===== config.mk =====
export PLATFORM = sky130hd
export DESIGN_NAME = axis_m_rr_sched_flat
export DESIGN_NICKNAME = d
export VERILOG_FILES = /design/src/rtl/axis_m_rr_sched_if.sv /design/src/rtl/axis_m_rr_sched.sv /design/src/flat_wrapper.sv
export SDC_FILE = /design/constraint.sdc
export NUM_CORES = 1
export LEC_CHECK = 0
export CORE_MARGIN = 10
export CORE_UTILIZATION = 40
export DETAILED_ROUTE_END_ITERATION = 7
export PLACE_DENSITY = 0.88
export SLEW_MARGIN = 20
export SYNTH_ARGS = -nofsm -noshare
export SYNTH_HDL_FRONTEND = slang
export SYNTH_SLANG_ARGS = --single-unit
export TNS_END_PERCENT = 1

===== constraint.sdc =====
create_clock -name aclk -period 2.04 [get_ports aclk]
set_input_delay 0.306 -clock aclk [delete_from_list [all_inputs] [get_ports aclk]]
set_output_delay 0.306 -clock aclk [all_outputs]
set_load 0.01 [all_outputs]

===== src/rtl/axis_m_rr_sched_if.sv =====
// AXI-Stream bus bundle for the round-robin scheduler's master port.
interface axis_m_rr_sched_if #(
  parameter int unsigned DATA_W = 32
);
  logic              tvalid;
  logic              tready;
  logic              tlast;
  logic [DATA_W-1:0] tdata;

  modport master (output tvalid, output tlast, output tdata, input tready);
  modport slave  (input tvalid, input tlast, input tdata, output tready);
endinterface


===== src/rtl/axis_m_rr_sched.sv =====
// Round-robin scheduler: shares one AXI-Stream master among NUM_REQ requesters,
// sending a fixed PKT_LEN-beat packet per grant.
module axis_m_rr_sched #(
  parameter int unsigned NUM_REQ = 4,
  parameter int unsigned DATA_W  = 32,
  parameter int unsigned PKT_LEN = 4
) (
  input  logic                      aclk,
  input  logic                      rst,
  input  logic [NUM_REQ-1:0]        req,
  input  logic [NUM_REQ*DATA_W-1:0] data_in,
  output logic [NUM_REQ-1:0]        pop,
  output logic [NUM_REQ-1:0]        done,
  output logic [NUM_REQ-1:0]        grant,
  output logic                      busy,
  axis_m_rr_sched_if.master         m_axis
);

  localparam int unsigned IdxW = $clog2(NUM_REQ);
  localparam int unsigned CntW = (PKT_LEN > 1) ? $clog2(PKT_LEN) : 1;
  localparam logic [CntW-1:0] LastCnt = CntW'(PKT_LEN - 1);
  localparam logic [IdxW-1:0] LastIdx = IdxW'(NUM_REQ - 1);

  typedef enum logic {StIdle, StSend} state_e;

  state_e              state_q, state_d;
  logic [NUM_REQ-1:0]  grant_q, grant_d;
  logic [IdxW-1:0]     last_q, last_d;
  logic [CntW-1:0]     cnt_q, cnt_d;
  logic [DATA_W-1:0]   tdata_q, tdata_d;
  logic                tvalid_q, tvalid_d;
  logic                tlast_q, tlast_d;
  logic [NUM_REQ-1:0]  pop_q, pop_d;
  logic [NUM_REQ-1:0]  done_q, done_d;

  logic [IdxW-1:0]     win_idx;
  logic [IdxW-1:0]     cand;
  logic                win_found;

  // Search starts just past the previous owner so each requester waits at most one round.
  always_comb begin
    win_found = 1'b0;
    win_idx   = '0;
    cand      = '0;
    for (int unsigned k = 1; k <= NUM_REQ; k++) begin
      cand = IdxW'((32'(last_q) + k) % NUM_REQ);
      if (!win_found && req[cand]) begin
        win_found = 1'b1;
        win_idx   = cand;
      end
    end
  end

  always_comb begin
    state_d  = state_q;
    grant_d  = grant_q;
    last_d   = last_q;
    cnt_d    = cnt_q;
    tdata_d  = tdata_q;
    tvalid_d = tvalid_q;
    tlast_d  = tlast_q;
    pop_d    = '0;
    done_d   = '0;
    unique case (state_q)
      StIdle: begin
        if (win_found) begin
          state_d          = StSend;
          grant_d          = '0;
          grant_d[win_idx] = 1'b1;
          last_d           = win_idx;
          tdata_d          = data_in[32'(win_idx)*DATA_W +: DATA_W];
          pop_d[win_idx]   = 1'b1;
          cnt_d            = '0;
          tvalid_d         = 1'b1;
          tlast_d          = (PKT_LEN == 1);
        end
      end
      StSend: begin
        if (m_axis.tready) begin
          if (cnt_q == LastCnt) begin
            state_d  = StIdle;
            tvalid_d = 1'b0;
            tlast_d  = 1'b0;
            grant_d  = '0;
            done_d   = grant_q;
          end else begin
            cnt_d   = cnt_q + 1'b1;
            tdata_d = data_in[32'(last_q)*DATA_W +: DATA_W];
            pop_d   = grant_q;
            tlast_d = ((cnt_q + 1'b1) == LastCnt);
          end
        end
      end
      default: state_d = StIdle;
    endcase
  end

  always_ff @(posedge aclk or posedge rst) begin
    if (rst) begin
      state_q  <= StIdle;
      grant_q  <= '0;
      last_q   <= LastIdx;
      cnt_q    <= '0;
      tdata_q  <= '0;
      tvalid_q <= 1'b0;
      tlast_q  <= 1'b0;
      pop_q    <= '0;
      done_q   <= '0;
    end else begin
      state_q  <= state_d;
      grant_q  <= grant_d;
      last_q   <= last_d;
      cnt_q    <= cnt_d;
      tdata_q  <= tdata_d;
      tvalid_q <= tvalid_d;
      tlast_q  <= tlast_d;
      pop_q    <= pop_d;
      done_q   <= done_d;
    end
  end

  assign pop           = pop_q;
  assign done          = done_q;
  assign grant         = grant_q;
  assign busy          = (state_q == StSend);
  assign m_axis.tvalid = tvalid_q;
  assign m_axis.tlast  = tlast_q;
  assign m_axis.tdata  = tdata_q;

endmodule


===== src/flat_wrapper.sv =====
// flat-port wrapper written by rule: the top's interface ports become plain ports
module axis_m_rr_sched_flat 
#(
  parameter int unsigned NUM_REQ = 4,
  parameter int unsigned DATA_W  = 32,
  parameter int unsigned PKT_LEN = 4
)
  (aclk, rst, req, data_in, pop, done, grant, busy, m_axis_tvalid, m_axis_tlast, m_axis_tdata, m_axis_tready);
  axis_m_rr_sched_if #(.DATA_W(DATA_W)) m_axis_i ();
  input  logic aclk;
  input  logic rst;
  input  logic [NUM_REQ-1:0] req;
  input  logic [NUM_REQ*DATA_W-1:0] data_in;
  output logic [NUM_REQ-1:0] pop;
  output logic [NUM_REQ-1:0] done;
  output logic [NUM_REQ-1:0] grant;
  output logic busy;
  output wire logic [$bits(m_axis_i.tvalid)-1:0] m_axis_tvalid;
  output wire logic [$bits(m_axis_i.tlast)-1:0] m_axis_tlast;
  output wire logic [$bits(m_axis_i.tdata)-1:0] m_axis_tdata;
  input wire logic [$bits(m_axis_i.tready)-1:0] m_axis_tready;
  assign m_axis_tvalid = m_axis_i.tvalid;
  assign m_axis_tlast = m_axis_i.tlast;
  assign m_axis_tdata = m_axis_i.tdata;
  assign m_axis_i.tready = m_axis_tready;
  axis_m_rr_sched #(.NUM_REQ(NUM_REQ), .DATA_W(DATA_W), .PKT_LEN(PKT_LEN)) u_core (.aclk(aclk), .rst(rst), .req(req), .data_in(data_in), .pop(pop), .done(done), .grant(grant), .busy(busy), .m_axis(m_axis_i));
endmodule

==> flow_summary.json, run 1 <==
{
  "r2r-start": "u_core.last_q[0]",
  "drive_gt1_share_pct": 21.2,
  "initial_core_util_pct": 41.1,
  "hold_class": "input port to asynchronous set/reset pin",
  "p_per_area_nw_per_um2": 1260,
  "syn-cell-area_um2": 4500,
  "internal_power_mw": 4.92,
  "area_growth_pct": 59.9,
  "clkTransAtPathRegs_ns": 0.07,
  "p_comb_share_pct": 65.7,
  "synthArstFlopShare_pct": 100,
  "core_area_um2": 10900,
  "crit_start": "u_core.last_q[0]",
  "cts_root_buffer": "clkbuf_16",
  "grt.busiest_layer": "met2",
  "portBuffers": 181,
  "wl_per_cell_um": 23.6,
  "antenna_found_initial": 0,
  "rsz0062_at_grt": "yes",
  "gr-usage-met3_pct": 5.70,
  "wirelength_um": 18500,
  "fin_nets": 783,
  "grt_pass1_vias": 5488,
  "status": "finished, violations left",
  "die_x_um": 126,
  "max-vdd-ir-drop_mv": 0.700,
  "pwr-share-clk_pct": 11.0,
  "startpoint_type": "register",
  "finalClockSkew_ns": 0.00581,
  "critPathCaptureType": "register",
  "synth_ff_type": "dfrtp_1",
  "ff2ff_setup_slack_ns": -0.09,
  "io-pin-count": 182,
  "hold_viol": 0,
  "drt_first_pass_iters": 5,
  "ys_seq_area_share_pct": 28.4,
  "yosysWarnings": 0,
  "syn_inst": 465,
  "regToRegEndpoint": "u_core.m_axis.tdata[30]",
  "dieArea_um2": 15900,
  "cts_tree": "done",
  "synth_area_per_cell_um2": 9.67,
  "vias_per_cell": 6.52,
  "power.total_mw": 9.09,
  "clockBufferDepth": 2,
  "crit_fanout": 18,
  "routed-via-count": 5133,
  "cts_buffers": 5,
  "timing.fmax_mhz": 470,
  "p_sw_mw": 4.17,
  "cts.htree.levels": 2,
  "syn_nets": 602,
  "violations": "negative setup slack",
  "crit_path_end": "u_core.m_axis.tdata[30]",
  "drc_errors": 0,
  "grt_pass1_wl_um": 29100,
  "tightest_slew_ns": 0.724,
  "ant_nets": 0,
  "dp_hpwl_um": 13000,
  "seqPwrFrac_pct": 23.3,
  "clock_latency_ns": 0.29,
  "ys_types": 48,
  "die_y_um": 126,
  "setup_viol": 28,
  "synth_seq_cells": 51,
  "fill_cells": 845,
  "place_worst_setup_slack_ns": -0.587,
  "grt_use_met1_pct": 25.5,
  "drt-initial-drc-count": 577,
  "period_share_pct": 104,
  "switching_share_pct": 45.8,
  "overflow": 0,
  "num_rows": 38,
  "cts.sinks": 51,
  "maxSlewViolCount": 0,
  "grt_max_degree": 68,
  "use_met2_pct": 37.9,
  "crit_type": "register to register",
  "cp.required_ns": 2.20,
  "finalWorstSetupSlack_ns": -0.0868,
  "power_leakage_nw": 2.45,
  "synth_edf_count": 0,
  "track_usage_pct": 21.6,
  "arrival_ns": 2.29,
  "place_congestion": 0.888,
  "min_period_ns": 2.13,
  "reg2reg_depth": 6,
  "max_cap_viol_count": 0,
  "slew_headroom_pct": 51.8,
  "antenna_cells": 0
}
-- worst max-delay path, cell delays in order (launching register included) --
cell and delay (ns):
dfstp_4 0.63, or2b_1 0.14, a21boi_2 0.09, or4_4 0.54
buf_6 0.19, o22ai_1 0.26, o32ai_2 0.13
-- worst min-delay path by stage --
| stage | to |
|---|---|
| 2_1_floorplan | u_core.m_axis.tdata[0] |
| 3_3_place_gp | u_core.m_axis.tvalid |
| 3_5_place_dp | u_core.m_axis.tvalid |
| 4_1_cts | u_core.m_axis.tdata[25] |
| 5_1_grt | u_core.m_axis.tdata[3] |
| 6_report | u_core.m_axis.tdata[25] |
-- cell families (layout without fill, tap and decap cells) --
family,Yosys count,after routing,synth area share (%)
buffers and inverters,59,241,6.96
XOR/XNOR,1,1,0.195
flip-flops,51,51,28.4
AO/OA/AOI/OAI,218,218,46.4
adder cells (fa/ha/maj),2,2,0.556
AND/OR/NAND/NOR,102,102,10.3
multiplexers,32,32,7.12
-- sequential cells by signal (all words and copies together) (netlist names) --
signal and count:
u_core.cnt_q 2, u_core.m_axis.tvalid 1, u_core.m_axis.tdata 32, u_core.grant 4, u_core.done 4, u_core.last_q 2
u_core.m_axis.tlast 1, u_core.busy 1, u_core.pop 4
-- stage by stage --
| stage | TNS [ns] | instance area (um2) | instances | hold slack (ns) | util (%) |
|---|---|---|---|---|---|
| floorplan | -0.0301 | 4500 | 465 | 0.457 | - |
| global placement | -24.49 | 6620 | 772 | 0.486 | 60.6 |
| detailed placement | -18.56 | 6640 | 773 | 0.492 | 60.7 |
| CTS | -1.55 | 7030 | 785 | 0.398 | 64.3 |
| global route | -3.21 | 7190 | 787 | 0.425 | 65.8 |
| finish | -1.37 | 7190 | 787 | 0.390 | 65.8 |
-- routing by layer --
metal	routed length, um	share of wire, %	vias up
li1	-	-	2268
met2	9290	50	311
met4	311	1.7	0
met1	7320	39	2510
met5	0	0	-
met3	1630	8.8	44
-- layout make-up --
class	count	area [um2]	area share (%)
Clock buffer	5	125	1.74
Inverter	4	15.0	0.209
Timing Repair Buffer	229	2320	32.2
Clock inverter	3	46.3	0.644
Multi-Input combinational cell	355	3230	44.9
Tap cell	140	175	2.44
Sequential cell	51	1290	17.9
-- Yosys cell counts (10+ instances only) --
cell type,instances,area share [%]
buf_2,22,2.4
o22ai_1,64,8.9
nor2_1,70,5.8
a2111oi_4,13,8.0
mux2i_1,32,7.1
o32ai_2,10,3.6
a2111oi_0,36,7.0
dfrtp_1,49,27
o21a_1,31,5.2
a2111oi_2,14,4.7
clkbuf_1,21,1.8
o32ai_1,21,4.1
-- timing repair --
| action | in CTS | in global routing |
|---|---|---|
| setup buffers | 3 | 2 |
| resized for setup | 62 | 27 |
| cloned | 1 | 0 |
| hold buffers | 0 | 0 |
| setup endpoints to repair | 36 | 34 |
| pin swaps | 4 | 1 |
-- layout by cell type (no fill, tap or decap), types with 11 or more instances in the layout --
master,synthesis,layout
a2111oi_2,14,27
a2111oi_1,0,11
o32ai_2,10,11
a2111oi_4,13,20
clkdlybuf4s50_1,0,178
buf_4,7,29
o21a_1,31,31
nor2_1,70,68
mux2i_1,32,32
dfrtp_1,49,48
o22ai_1,64,59
o32ai_1,21,20
-- power groups by stage --
stage	sequential (mW)	clock, mW	combinational (mW)
6_report	2.12	0.996	5.97
5_1_grt	2.19	1.05	6.36
4_1_cts	2.08	1.01	5.77
3_5_place_dp	2.05	0	5.50
3_3_place_gp	2.00	0	5.31
2_1_floorplan	2.10	0	3.17
(Power assumes the default switching activity.)
==> run 2, diff against run 1 <==
- MAX_ROUTING_LAYER: not set -> met4
==> flow_summary.json, run 2 (same netlist as run 1, synthesis figures left out) <==
{
  "drt_first_pass_iters": 5,
  "finalClockSkew_ns": 0.00795,
  "cts_tree": "done",
  "startpoint_type": "register",
  "seqPwrFrac_pct": 23.3,
  "critPathCaptureType": "register",
  "area_growth_pct": 60.2,
  "final_cell_mix": "clkdlybuf4s50_1, nor2_1, o22ai_1, dfrtp_1, mux2i_1",
  "r2r-start": "u_core.last_q[0]",
  "drt-initial-drc-count": 497,
  "crit_start": "u_core.last_q[0]",
  "initial_core_util_pct": 41.1,
  "power_leakage_nw": 2.45,
  "cts.htree.levels": 2,
  "ff2ff_setup_slack_ns": -0.08,
  "switching_share_pct": 46.0,
  "wl_met2_um": 9270,
  "rsz0062_at_grt": "yes",
  "track_usage_pct": 22.3,
  "regToRegEndpoint": "u_core.m_axis.tdata[9]",
  "crit_path_cell_trace": "or2b_1 -> a21oi_2 -> or3_4 -> buf_12 -> a2111oi_2 -> o32ai_1",
  "place_worst_setup_slack_ns": -0.587,
  "slew_headroom_pct": 51.6,
  "num_rows": 38,
  "routed-via-count": 5136,
  "fin_nets": 783,
  "clock_latency_ns": 0.29,
  "min_period_ns": 2.12,
  "setup_viol": 28,
  "largest_reg_flops": 32,
  "layout_commonest_cell": "clkdlybuf4s50_1",
  "fill_cells": 842,
  "tightest_slew_ns": 0.726,
  "grt_max_degree": 68,
  "wirelength_um": 18500,
  "path_buf_inv": 1,
  "dieArea_um2": 15900,
  "ant_nets": 0,
  "critical_path.top_delay_family": "flip-flops",
  "clkTransAtPathRegs_ns": 0.08,
  "cp.depth": 6,
  "cts_root_buffer": "clkbuf_16",
  "status": "finished, violations left",
  "violations": "negative setup slack",
  "max_cap_viol_count": 0,
  "highest_layer": "met4",
  "antenna_found_initial": 0,
  "critPathSlowestCell": "dfstp_4",
  "cp.required_ns": 2.21,
  "grt_pass1_wl_um": 29100,
  "io-pin-count": 182,
  "die_y_um": 126,
  "max-vdd-ir-drop_mv": 0.700,
  "antenna_cells": 0,
  "vias_per_cell": 6.53,
  "portBuffers": 181,
  "p_per_area_nw_per_um2": 1260,
  "overflow": 0,
  "cts.sinks": 51,
  "place_congestion": 0.902,
  "crit_fanout": 19,
  "hold_viol": 0,
  "reg2reg_depth": 6,
  "slowest_delay_ns": 0.63,
  "crit_path_end": "u_core.m_axis.tdata[9]",
  "cts_buffers": 5,
  "drc_errors": 0,
  "setup_tns_ns": -1.25,
  "pwr-share-clk_pct": 11.0,
  "p_comb_share_pct": 65.7,
  "finalWorstSetupSlack_ns": -0.0780,
  "period_share_pct": 104,
  "maxSlewViolCount": 0,
  "clockBufferDepth": 2,
  "grt_pass1_vias": 5484,
  "die_x_um": 126,
  "crit_type": "register to register",
  "route.met3.wl_um": 1540,
  "wl_met1_um": 7410,
  "dp_hpwl_um": 13000,
  "core_area_um2": 10900,
  "hold_class": "input port to asynchronous set/reset pin",
  "timing.fmax_mhz": 472,
  "wl_per_cell_um": 23.6,
  "arrival_ns": 2.29,
  "drive_gt1_share_pct": 21.2,
  "internal_power_mw": 4.92,
  "p_sw_mw": 4.19
}
==> run 2: power by group through the flow <==
| stage | combinational, mW | sequential [mW] | clock [mW] |
|---|---|---|---|
| 2_1_floorplan | 3.17 | 2.10 | 0 |
| 3_3_place_gp | 5.31 | 2.00 | 0 |
| 3_5_place_dp | 5.50 | 2.05 | 0 |
| 4_1_cts | 5.77 | 2.08 | 1.01 |
| 5_1_grt | 6.36 | 2.19 | 1.04 |
| 6_report | 5.98 | 2.13 | 1.00 |
==> run 2: worst min path at each step <==
| stage | start | slack (ns) | endpoint | depth (start not counted) |
|---|---|---|---|---|
| 3_3_place_gp | u_core.m_axis.tvalid | 0.49 | u_core.m_axis.tvalid | 2 |
| 4_1_cts | rst | 0.40 | u_core.m_axis.tdata[25] | 3 |
| 3_5_place_dp | u_core.m_axis.tvalid | 0.49 | u_core.m_axis.tvalid | 2 |
| 6_report | rst | 0.39 | u_core.m_axis.tdata[25] | 3 |
| 2_1_floorplan | data_in[32] | 0.46 | u_core.m_axis.tdata[0] | 2 |
| 5_1_grt | rst | 0.43 | u_core.m_axis.tdata[26] | 3 |
==> run 2: worst min-delay path, stage by stage <==
cell	delay (ns)
clkdlybuf4s50_1	0.41
inv_2	0.07
buf_12	0.27
==> run 2: cell type report <==
cell class                      instances  area, um2  area share (%)
Multi-Input combinational cell        355       3240            44.9
Timing Repair Buffer                  229       2320            32.2
Sequential cell                        51       1290            17.9
Tap cell                              140        175            2.43
Clock buffer                            5        125            1.74
Clock inverter                          3       46.3           0.643
Inverter                                4       15.0           0.208
==> run 2: through the flow <==
stage / utilization, % / total power, mW / instance area, um2 / hold slack (ns) / cells
floorplan: - / 5.27 / 4500 / 0.457 / 465
global placement: 60.6 / 7.31 / 6620 / 0.486 / 772
detailed placement: 60.7 / 7.55 / 6640 / 0.492 / 773
CTS: 64.3 / 8.86 / 7030 / 0.398 / 785
global route: 65.9 / 9.60 / 7200 / 0.425 / 787
finish: 65.9 / 9.11 / 7200 / 0.386 / 787
==> run 2: per-layer routing <==
metal / vias to the layer above / GRT usage, %
li1: 2274 / -
met1: 2488 / 26.4
met2: 332 / 38.1
met3: 42 / 4.07
met4: 0 / 5.49
met5: - / -
==> run 2: timing repair <==
action / CTS / global route
gates resized for setup: 62 / 28
endpoints found under the setup margin: 36 / 34
pin swaps: 4 / 1
cloned: 1 / 0
hold buffers: 0 / 0
setup buffers: 3 / 2
